### src/rtl/fifo_stream_reader_pkg.sv
// Shared types and helpers for the fifo stream reader: beat payload layout
// and counter sizing.
package fifo_stream_reader_pkg;

  localparam int unsigned BEAT_DATA_W = 32;
  localparam int unsigned BUF_DEPTH   = 2;

  typedef struct packed {
    logic [BEAT_DATA_W-1:0] data;
    logic                   last;
  } stream_beat_t;

  // Bits needed to hold a count from 0 up to and including max_val.
  function automatic int unsigned burst_cnt_width(input int unsigned max_val);
    return (max_val < 2) ? 1 : $clog2(max_val + 1);
  endfunction

endpackage

### src/rtl/fifo_stream_reader_if.sv
// Fifo pop side plus outgoing valid/ready beat stream of the fifo stream reader.
interface fifo_stream_reader_if
  import fifo_stream_reader_pkg::*;
#(
  parameter int unsigned bitWidth = BEAT_DATA_W
) ();

  logic                fifoEmpty;
  logic [bitWidth-1:0] fifoPopData;
  logic                fifoPop;
  logic                outValid;
  logic                outReady;
  logic [bitWidth-1:0] outData;
  logic                outLast;

  modport master (
    input  fifoEmpty, fifoPopData, outReady,
    output fifoPop, outValid, outData, outLast
  );

  modport slave (
    output fifoEmpty, fifoPopData, outReady,
    input  fifoPop, outValid, outData, outLast
  );

endinterface

### src/rtl/fifo_stream_reader_skid_buffer.sv
// Two-entry output buffer with valid/ready on both sides; head entry drives
// the read side and is held stable until it is accepted.
module fifo_stream_reader_skid_buffer
  import fifo_stream_reader_pkg::*;
#(
  parameter int unsigned width = BEAT_DATA_W + 1
) (
  input  logic                                    clock,
  input  logic                                    reset,
  input  logic                                    wr_valid,
  output logic                                    wr_ready,
  input  logic [width-1:0]                        wr_data,
  output logic                                    rd_valid,
  input  logic                                    rd_ready,
  output logic [width-1:0]                        rd_data,
  output logic [burst_cnt_width(BUF_DEPTH)-1:0]   occ
);

  localparam int unsigned OCC_W = burst_cnt_width(BUF_DEPTH);

  logic [width-1:0] head;
  logic [width-1:0] tail;
  logic [OCC_W-1:0] count;
  logic             push;
  logic             pop;

  // A full buffer still takes a word when the head leaves in the same cycle.
  assign wr_ready = (count != OCC_W'(BUF_DEPTH)) || rd_ready;
  assign push     = wr_valid && wr_ready;
  assign pop      = (count != '0) && rd_ready;

  always_ff @(posedge clock) begin
    if (reset) begin
      count <= '0;
      head  <= '0;
      tail  <= '0;
    end else begin
      unique case ({push, pop})
        2'b10: begin
          if (count == '0) head <= wr_data;
          else             tail <= wr_data;
          count <= count + OCC_W'(1);
        end
        2'b01: begin
          head  <= tail;
          count <= count - OCC_W'(1);
        end
        2'b11: begin
          if (count == OCC_W'(1)) begin
            head <= wr_data;
          end else begin
            head <= tail;
            tail <= wr_data;
          end
        end
        default: ;
      endcase
    end
  end

  assign rd_valid = (count != '0);
  assign rd_data  = head;
  assign occ      = count;

endmodule

### src/rtl/fifo_stream_reader.sv
// Drains a fifo into a registered valid/ready stream framed into bursts of
// burstLength beats, with outLast marking the final beat of each burst.
module fifo_stream_reader
  import fifo_stream_reader_pkg::*;
#(
  parameter int unsigned bitWidth    = BEAT_DATA_W,
  parameter int unsigned maxBurstLog = 8
) (
  input  logic                   clock,
  input  logic                   reset,
  input  logic                   enable,
  input  logic [maxBurstLog-1:0] burstLength,
  fifo_stream_reader_if.master   bus,
  output logic [maxBurstLog-1:0] beatCount,
  output logic                   busy
);

  localparam int unsigned CNT_W = burst_cnt_width((32'd1 << maxBurstLog) - 32'd1);
  localparam int unsigned OCC_W = burst_cnt_width(BUF_DEPTH);

  logic               in_flight;
  logic [OCC_W-1:0]   occ;
  logic [OCC_W:0]     room_use;
  logic               push_out;
  logic               pop_c;
  logic               wr_ready;
  logic               cap_fire;
  logic               cap_last;
  logic [CNT_W-1:0]   cap_idx;
  logic [CNT_W-1:0]   cur_len;
  logic [CNT_W-1:0]   len_sel;
  logic [CNT_W-1:0]   beat_cnt;
  logic [bitWidth:0]  head_word;

  // Slots committed next cycle: buffered + in flight, minus the beat leaving now.
  assign push_out = bus.outValid && bus.outReady;
  assign room_use = (OCC_W+1)'(occ) + (OCC_W+1)'(in_flight) - (OCC_W+1)'(push_out);
  assign pop_c    = enable && !bus.fifoEmpty && !reset
                    && (room_use < (OCC_W+1)'(BUF_DEPTH));
  assign bus.fifoPop = pop_c;
  assign cap_fire    = in_flight && wr_ready;

  // Burst length is taken from the input only for the first word of a burst.
  always_comb begin
    len_sel = cur_len;
    if (cap_idx == '0) begin
      len_sel = (burstLength == '0) ? CNT_W'(1) : CNT_W'(burstLength);
    end
    cap_last = (cap_idx == (len_sel - CNT_W'(1)));
  end

  always_ff @(posedge clock) begin
    if (reset) begin
      in_flight <= 1'b0;
      cap_idx   <= '0;
      cur_len   <= CNT_W'(1);
      beat_cnt  <= '0;
    end else begin
      in_flight <= pop_c;
      if (cap_fire) begin
        if (cap_idx == '0) cur_len <= len_sel;
        cap_idx <= cap_last ? '0 : cap_idx + CNT_W'(1);
      end
      if (push_out) begin
        beat_cnt <= head_word[0] ? '0 : beat_cnt + CNT_W'(1);
      end
    end
  end

  fifo_stream_reader_skid_buffer #(
    .width(bitWidth + 1)
  ) u_stream_skid_buffer (
    .clock   (clock),
    .reset   (reset),
    .wr_valid(in_flight),
    .wr_ready(wr_ready),
    .wr_data ({bus.fifoPopData, cap_last}),
    .rd_valid(bus.outValid),
    .rd_ready(bus.outReady),
    .rd_data (head_word),
    .occ     (occ)
  );

  assign bus.outData = head_word[bitWidth:1];
  assign bus.outLast = head_word[0];
  assign beatCount   = maxBurstLog'(beat_cnt);
  assign busy        = in_flight || (occ != '0);

endmodule

### src/flat_wrapper.sv
// flat-port wrapper written by rule: the top's interface ports become plain ports
module fifo_stream_reader_flat import fifo_stream_reader_pkg::*;
#(
  parameter int unsigned bitWidth    = BEAT_DATA_W,
  parameter int unsigned maxBurstLog = 8
)
  (clock, reset, enable, burstLength, beatCount, busy, bus_fifoEmpty, bus_fifoPopData, bus_outReady, bus_fifoPop, bus_outValid, bus_outData, bus_outLast);
  fifo_stream_reader_if #(.bitWidth(bitWidth)) bus_i ();
  input  logic clock;
  input  logic reset;
  input  logic enable;
  input  logic [maxBurstLog-1:0] burstLength;
  output logic [maxBurstLog-1:0] beatCount;
  output logic busy;
  input wire logic [$bits(bus_i.fifoEmpty)-1:0] bus_fifoEmpty;
  input wire logic [$bits(bus_i.fifoPopData)-1:0] bus_fifoPopData;
  input wire logic [$bits(bus_i.outReady)-1:0] bus_outReady;
  output wire logic [$bits(bus_i.fifoPop)-1:0] bus_fifoPop;
  output wire logic [$bits(bus_i.outValid)-1:0] bus_outValid;
  output wire logic [$bits(bus_i.outData)-1:0] bus_outData;
  output wire logic [$bits(bus_i.outLast)-1:0] bus_outLast;
  assign bus_i.fifoEmpty = bus_fifoEmpty;
  assign bus_i.fifoPopData = bus_fifoPopData;
  assign bus_i.outReady = bus_outReady;
  assign bus_fifoPop = bus_i.fifoPop;
  assign bus_outValid = bus_i.outValid;
  assign bus_outData = bus_i.outData;
  assign bus_outLast = bus_i.outLast;
  fifo_stream_reader #(.bitWidth(bitWidth), .maxBurstLog(maxBurstLog)) u_core (.clock(clock), .reset(reset), .enable(enable), .burstLength(burstLength), .bus(bus_i), .beatCount(beatCount), .busy(busy));
endmodule
### config.mk
export PLATFORM = sky130hd
export DESIGN_NAME = fifo_stream_reader_flat
export DESIGN_NICKNAME = d
export VERILOG_FILES = /design/src/rtl/fifo_stream_reader_pkg.sv /design/src/rtl/fifo_stream_reader_if.sv /design/src/rtl/fifo_stream_reader_skid_buffer.sv /design/src/rtl/fifo_stream_reader.sv /design/src/flat_wrapper.sv
export SDC_FILE = /design/constraint.sdc
export NUM_CORES = 1
export LEC_CHECK = 0
export CORE_ASPECT_RATIO = 0.8
export CORE_MARGIN = 2
export CORE_UTILIZATION = 55
export DETAILED_ROUTE_END_ITERATION = 7
export PLACE_DENSITY = 0.85
export SETUP_SLACK_MARGIN = 0.1
export SLEW_MARGIN = 40
export SYNTH_ARGS = -nofsm -noshare
export SYNTH_HDL_FRONTEND = slang
export SYNTH_SLANG_ARGS = --single-unit
### constraint.sdc
create_clock -name clock -period 6 [get_ports clock]
set_input_delay 0.9 -clock clock [delete_from_list [all_inputs] [get_ports clock]]
set_output_delay 0.9 -clock clock [all_outputs]
set_load 0.05 [all_outputs]
## After elaboration in Yosys (flattened, before gate mapping)

Cells that the tools add are included.

- Add/sub/neg operators: 7
- $lt $le $gt $ge: 1
- Equal/unequal tests: 9
- Mux-type cells: 11
- Reductions and logical operators: 19

Operators by type and width:

| kind | number |
|---|---|
| 2-to-1 mux 33 bit | 4 |
| one-hot mux 33 bit (3 select lines) | 1 |
| one-hot mux 33 bit (2 select lines) | 1 |
| 2-to-1 mux 8 bit | 4 |
| adder 8 x 1 -> 8 bit, second input constant | 2 |
| logical NOT 8 bit | 2 |
| == test 8 bit | 1 |
| != test 2 bit, second input constant | 4 |
| subtractor 8 x 1 -> 8 bit, second input constant | 1 |
| nonzero test 2 bit | 3 |
| logical AND 1 bit | 5 |
| == test 2 x 1 -> 1 bit, second input constant | 2 |
| == test 2 bit, second input constant | 2 |
| one-hot mux 2 bit (2 select lines) | 1 |
| AND reduction 2 bit | 2 |
| adder 2 x 1 -> 3 bit | 1 |
| < comparator 3 x 2 -> 1 bit, second input constant | 1 |
| AND reduction 3 bit | 1 |
| nonzero test 3 bit | 1 |
| subtractor 3 x 1 -> 3 bit | 1 |
| adder 2 x 1 -> 2 bit, second input constant | 1 |
| logical NOT 1 bit | 2 |
| logical NOT 2 bit | 1 |
| logical OR 1 bit | 2 |
| subtractor 2 x 1 -> 2 bit, second input constant | 1 |

- Bits in registers: 93
- Input port bits: 45
- Word-level logic and storage cells: 54

## Depth between registers and ports, before layout

- Word-level depth: 7
- Depth in mapped cells: 12
- Gate-level depth less buffers: 11

## Modules after synthesis

A second synthesis with hierarchy kept.

- Cells, all modules: 525
- Area total of the unflattened synthesis: 4,498.1 um^2

By module, submodules not included:

| module | instances | cells an instance | area each (um^2) | seq. area each (um^2) |
|---|---|---|---|---|
| fifo_stream_reader_skid_buffer | 1 | 323 | 2,821.5 | 1,361.3 |
| fifo_stream_reader | 1 | 202 | 1,676.6 | 500.5 |

## Worst setup path before layout

No wires, ideal clock.

- Path type: register to output
- Start: register u_core.u_stream_skid_buffer.count[1], in the netlist u_core.u_stream_skid_buffer.occ[1]
- End: output bus_fifoPop
- Data arrival time: 3,813 ps
- Data required time: 5,100 ps
- Setup slack: 1,287 ps
- Cell stages (with the launch flop): 11
- Path buffers: 0
- Cell sequence: dfxtp_1 inv_1 ha_1 inv_1 nand2_1 clkinv_1 ha_1 nand2b_1 fa_1 nand2_1 nor4_1

- Word-level cells in the longest chain between the ends: 5
- Elaborated cells between the ends (all ways): 6
- Those cells by class: add/sub (2); order compare (1); reduce/logical (3)

Ends and longest elaborated chain:

| what | RTL line | RTL |
|---|---|---|
| start: declaration | fifo_stream_reader_skid_buffer.sv:23 | `logic [OCC_W-1:0] count;` |
| start signal: assignment | fifo_stream_reader_skid_buffer.sv:42 | `count <= count + OCC_W'(1);` |
| start signal: assignment | fifo_stream_reader_skid_buffer.sv:46 | `count <= count - OCC_W'(1);` |
| nonzero test 2 bit | fifo_stream_reader_skid_buffer.sv:61 | `assign rd_valid = (count != '0);` |
| via bus_outValid | flat_wrapper.sv:19 | `output wire logic [$bits(bus_i.outValid)-1:0] bus_outValid;` |
| logical AND 1 bit | fifo_stream_reader.sv:36 | `assign push_out = bus.outValid && bus.outReady;` |
| via u_core.push_out | fifo_stream_reader.sv:24 | `logic push_out;` |
| subtractor 3 x 1 -> 3 bit | fifo_stream_reader.sv:37 | `assign room_use = (OCC_W+1)'(occ) + (OCC_W+1)'(in_flight) - (OCC_W+1)'(push_out);` |
| < comparator 3 x 2 -> 1 bit | fifo_stream_reader.sv:39 | `&& (room_use < (OCC_W+1)'(BUF_DEPTH));` |
| logical AND 1 bit | fifo_stream_reader.sv:39 |  |
| end: declaration | flat_wrapper.sv:18 | `output wire logic [$bits(bus_i.fifoPop)-1:0] bus_fifoPop;` |

The timed path passes the listed nets, and every way through them passes these cells.

## Worst setup path after layout

- Start: input bus_outReady
- End: output bus_fifoPop

- Word-level cells in the longest chain between the ends: 4

Ends and longest elaborated chain:

| what | RTL line | RTL |
|---|---|---|
| start: declaration | flat_wrapper.sv:17 | `input wire logic [$bits(bus_i.outReady)-1:0] bus_outReady;` |
| logical AND 1 bit | fifo_stream_reader.sv:36 |  |
| via u_core.push_out | fifo_stream_reader.sv:24 |  |
| subtractor 3 x 1 -> 3 bit | fifo_stream_reader.sv:37 |  |
| < comparator 3 x 2 -> 1 bit | fifo_stream_reader.sv:39 |  |
| logical AND 1 bit | fifo_stream_reader.sv:39 |  |

The timed path passes the listed nets, and every way through them passes these cells.

==> metrics.md <==
| Metric | Value |
|---|---|
| Status | completed |
| Routed length per placed instance | 15.2 um |
| Routed wire length | 10700 um |
| Leak pwr | 1.94 nW |
| Initial antenna violation count | 0 |
| Post-DP HPWL | 7370 um |
| Hold Buf Count CTS | 0 |
| Max Slew Vio Count | 0 |
| Max Buffers Root-to-Sink | 2 |
| 1st-pass router iterations | 5 |
| Share of post-route cells with drive strength above 1 | 0.0651 |
| Setup bufs post-CTS | 0 |
| Placer Congestion | 0.961 |
| Critical path data arrival time | 4.06 ns |
| First-pass GRT wire length | 17900 um |
| Yosys top cell by area | dfxtp_1 |
| Width of the die | 104 um |
| Average cell area after synthesis | 8.33 um^2 |
| Crit path time final | 4.96 ns |
| Critical Path End Type | output port |
| Post-synth top cells | 95 x nand2_1, 93 x dfxtp_1, 51 x a21oi_1 |
| Peak VDD IR | 0.224 mV |
| Syn_nets | 580 |
| Synth Instances | 523 |
| RSZ-0062 raised after global routing | false |
| Crit path max-delay cell type | clkdlybuf4s50_1 |
| CTS Sinks | 93 |
| I/O pin count | 89 |
| Top FF cell, synth | dfxtp_1 |
| GRT Total Usage | 0.252 |
| Setup Skew | 0.0110 ns |
| Hold_ws | 0.457 ns |
| Startpoint Class | input pin |
| CP cell instances | clkdlybuf4s50_1, nand2_1, clkinv_1, ha_1, nand2b_1, fa_1, nand2_1, nor4_1, clkdlybuf4s50_1 |
| Placed Instance Area | 5280 um^2 |
| Register bit total from synthesis | 93 |
| Library cells used by synthesis | 56 |
| Final core occ | 0.703 |
| Largest net degree at the start of global routing | 89 |
| Portion of total power attributed to the clock network | 0.177 |
| Initial Util | 0.559 |
| Vias in the first global route | 3856 |
| Detail-routed via count per cell | 5.72 |
| Seq pwr share | 0.356 |
| Root Driver | clkbuf_8 |
| Dominant cells by area after synthesis | dfxtp_1 43%, nand2_1 8.2%, a21oi_1 5.9% |
| P_int | 1.33 mW |
| Via Count | 4043 |
| Switch share | 0.433 |
| P&R area growth vs syn | 25.9% |
| Nets | 651 |
| Design area | 5490 um^2 |
| DRT antenna net count | 0 |
| Post-CTS sizing | 0 |
| Sequential share of the synthesized area | 0.427 |
| Synth Cell Area | 4360 um^2 |
| Gr ovfl total | 0 |
| Post-synth EDFFs | 0 |
| Fin crit share | 0.827 |
| Most frequent cell after synthesis | nand2_1 |
| Async SR Flop Fraction | 0 |
| Peak Freq | 201 MHz |
| CTS buffer count | 9 |
| Sw power | 1.02 mW |
| Clock Latency Late Sink | 0.35 ns |
| Count of final hold-check violations | 0 |
| Pwr Total | 2.36 mW |
| Crit path max fanout | 11 |
| Setup TNS | 0 ns |
| Final setup fails | 0 |
| Max stage delay on crit path | 0.85 ns |
| Worst-path clk slew | 0.08 ns |
| Logic pwr share | 0.467 |
| Max Cap Viol | 0 |
| WS Path Type | in -> out |
| H-tree levels | 3 |
| PortBufs | 88 |
| Diodes inserted | 0 |
| Core box area | 7800 um^2 |
| Number of DRC markers in iteration 0 | 197 |
| Area share of the largest cell type after synthesis | 0.427 |
| # rows | 29 |
| Ys Warns | 0 |
| DR DRC count | 0 |
| Die Y | 83.6 um |
| Worst relative slew slack | 0.541 |
| HP Class | reg -> reg |
| Worst Tran Pin Value | 0.687 ns |
| Req. time, crit path | 5.10 ns |
| Area of the die | 8660 um^2 |
| CTS tree | yes |
| PwrDens | 429 nW/um^2 |
==> worst paths after layout <==
check / slack [ns] / depth (start not counted) / startpoint / end
worst min-delay path: 0.46 / 2 / u_core.u_stream_skid_buffer.tail[15] / u_core.u_stream_skid_buffer.tail[15]
worst max register to register: 2.65 / 12 / u_core.cap_idx[0] / u_core.cap_idx[3]
worst max-delay path: 1.04 / 9 / bus_outReady / bus_fifoPop
worst min register to register: 0.46 / 2 / u_core.u_stream_skid_buffer.tail[15] / u_core.u_stream_skid_buffer.tail[15]
==> power by group through the flow <==
stage | clock (mW) | combinational, mW | sequential [mW]
5_1_grt | 0.452 | 1.19 | 0.854
6_report | 0.417 | 1.10 | 0.838
2_1_floorplan | 0 | 0.470 | 1.14
3_3_place_gp | 0 | 1.08 | 0.842
4_1_cts | 0.426 | 1.10 | 0.838
3_5_place_dp | 0 | 1.10 | 0.852
==> through the flow <==
stage	std cells	worst slack, ns
2_1_floorplan	523	1.29
3_3_place_gp	691	1.16
3_5_place_dp	691	1.04
4_1_cts	707	1.03
5_1_grt	707	0.845
6_report	707	1.04
==> cell usage in the layout (no fill, tap or decap), types with 3 or more instances in the layout <==
master           Yosys  final
a211oi_1            34     34
nor3_2               3      3
nor3_1               8      8
a21boi_0             3      3
xor2_1              13     13
or3_1                4      4
inv_1               12     12
clkdlybuf4s50_1      0     87
xnor2_1              6      6
dfxtp_1             93     93
nand2_1             95     94
a22oi_1             32     32
nand3b_1             3      3
nor2_1              50     49
mux2i_1              4      4
o2111ai_1            3      3
nand3_1              5      5
nand2b_1             4      4
clkbuf_8             0      9
a21oi_1             51     50
nand4_1              7      7
o21ai_0              9      8
ha_1                11     11
nor4_1               5      5
buf_4                2      5
==> kinds of logic (layout without fill, tap and decap cells) <==
family	count (synthesis)	count (layout)	share of synthesized area
fa+ha+maj	12	12	0.0362
flops	93	93	0.427
buf+inv	48	124	0.0465
simple gates	196	196	0.210
mux	4	4	0.00919
xor+xnor	19	19	0.0382
compound gates	151	151	0.232
==> routing by layer <==
layer,vias up,wire length [um],global-route usage
met2,118,5120,0.423
met5,-,0,0
met1,1913,4900,0.327
li1,2002,-,-
met3,10,626,0.0585
met4,0,89,0.0737
==> worst max-delay path, delay by kind of cell <==
| family | cells | cell delay [ns] |
|---|---|---|
| adder cells (fa/ha/maj) | 2 | 0.88 |
| buffers and inverters | 3 | 1.62 |
| AND/OR/NAND/NOR | 4 | 0.66 |
==> registers in the layout (all words and copies together), names as in the netlist <==
| register | count |
|---|---|
| u_core.cur_len | 8 |
| u_core.cap_idx | 8 |
| u_core.u_stream_skid_buffer.rd_data | 33 |
| u_core.beatCount | 8 |
| u_core.in_flight | 1 |
| u_core.u_stream_skid_buffer.occ | 2 |
| u_core.u_stream_skid_buffer.tail | 33 |
==> cell type report <==
cell class,count,area (um^2)
clock buffers,10,128
flip-flops and latches,93,1860
well taps,108,135
fillers,634,2320
inverters,14,52.6
multi-input cells,382,2310
clock inverters,6,70.1
repair buffers,94,925
(Power assumes the default switching activity.)
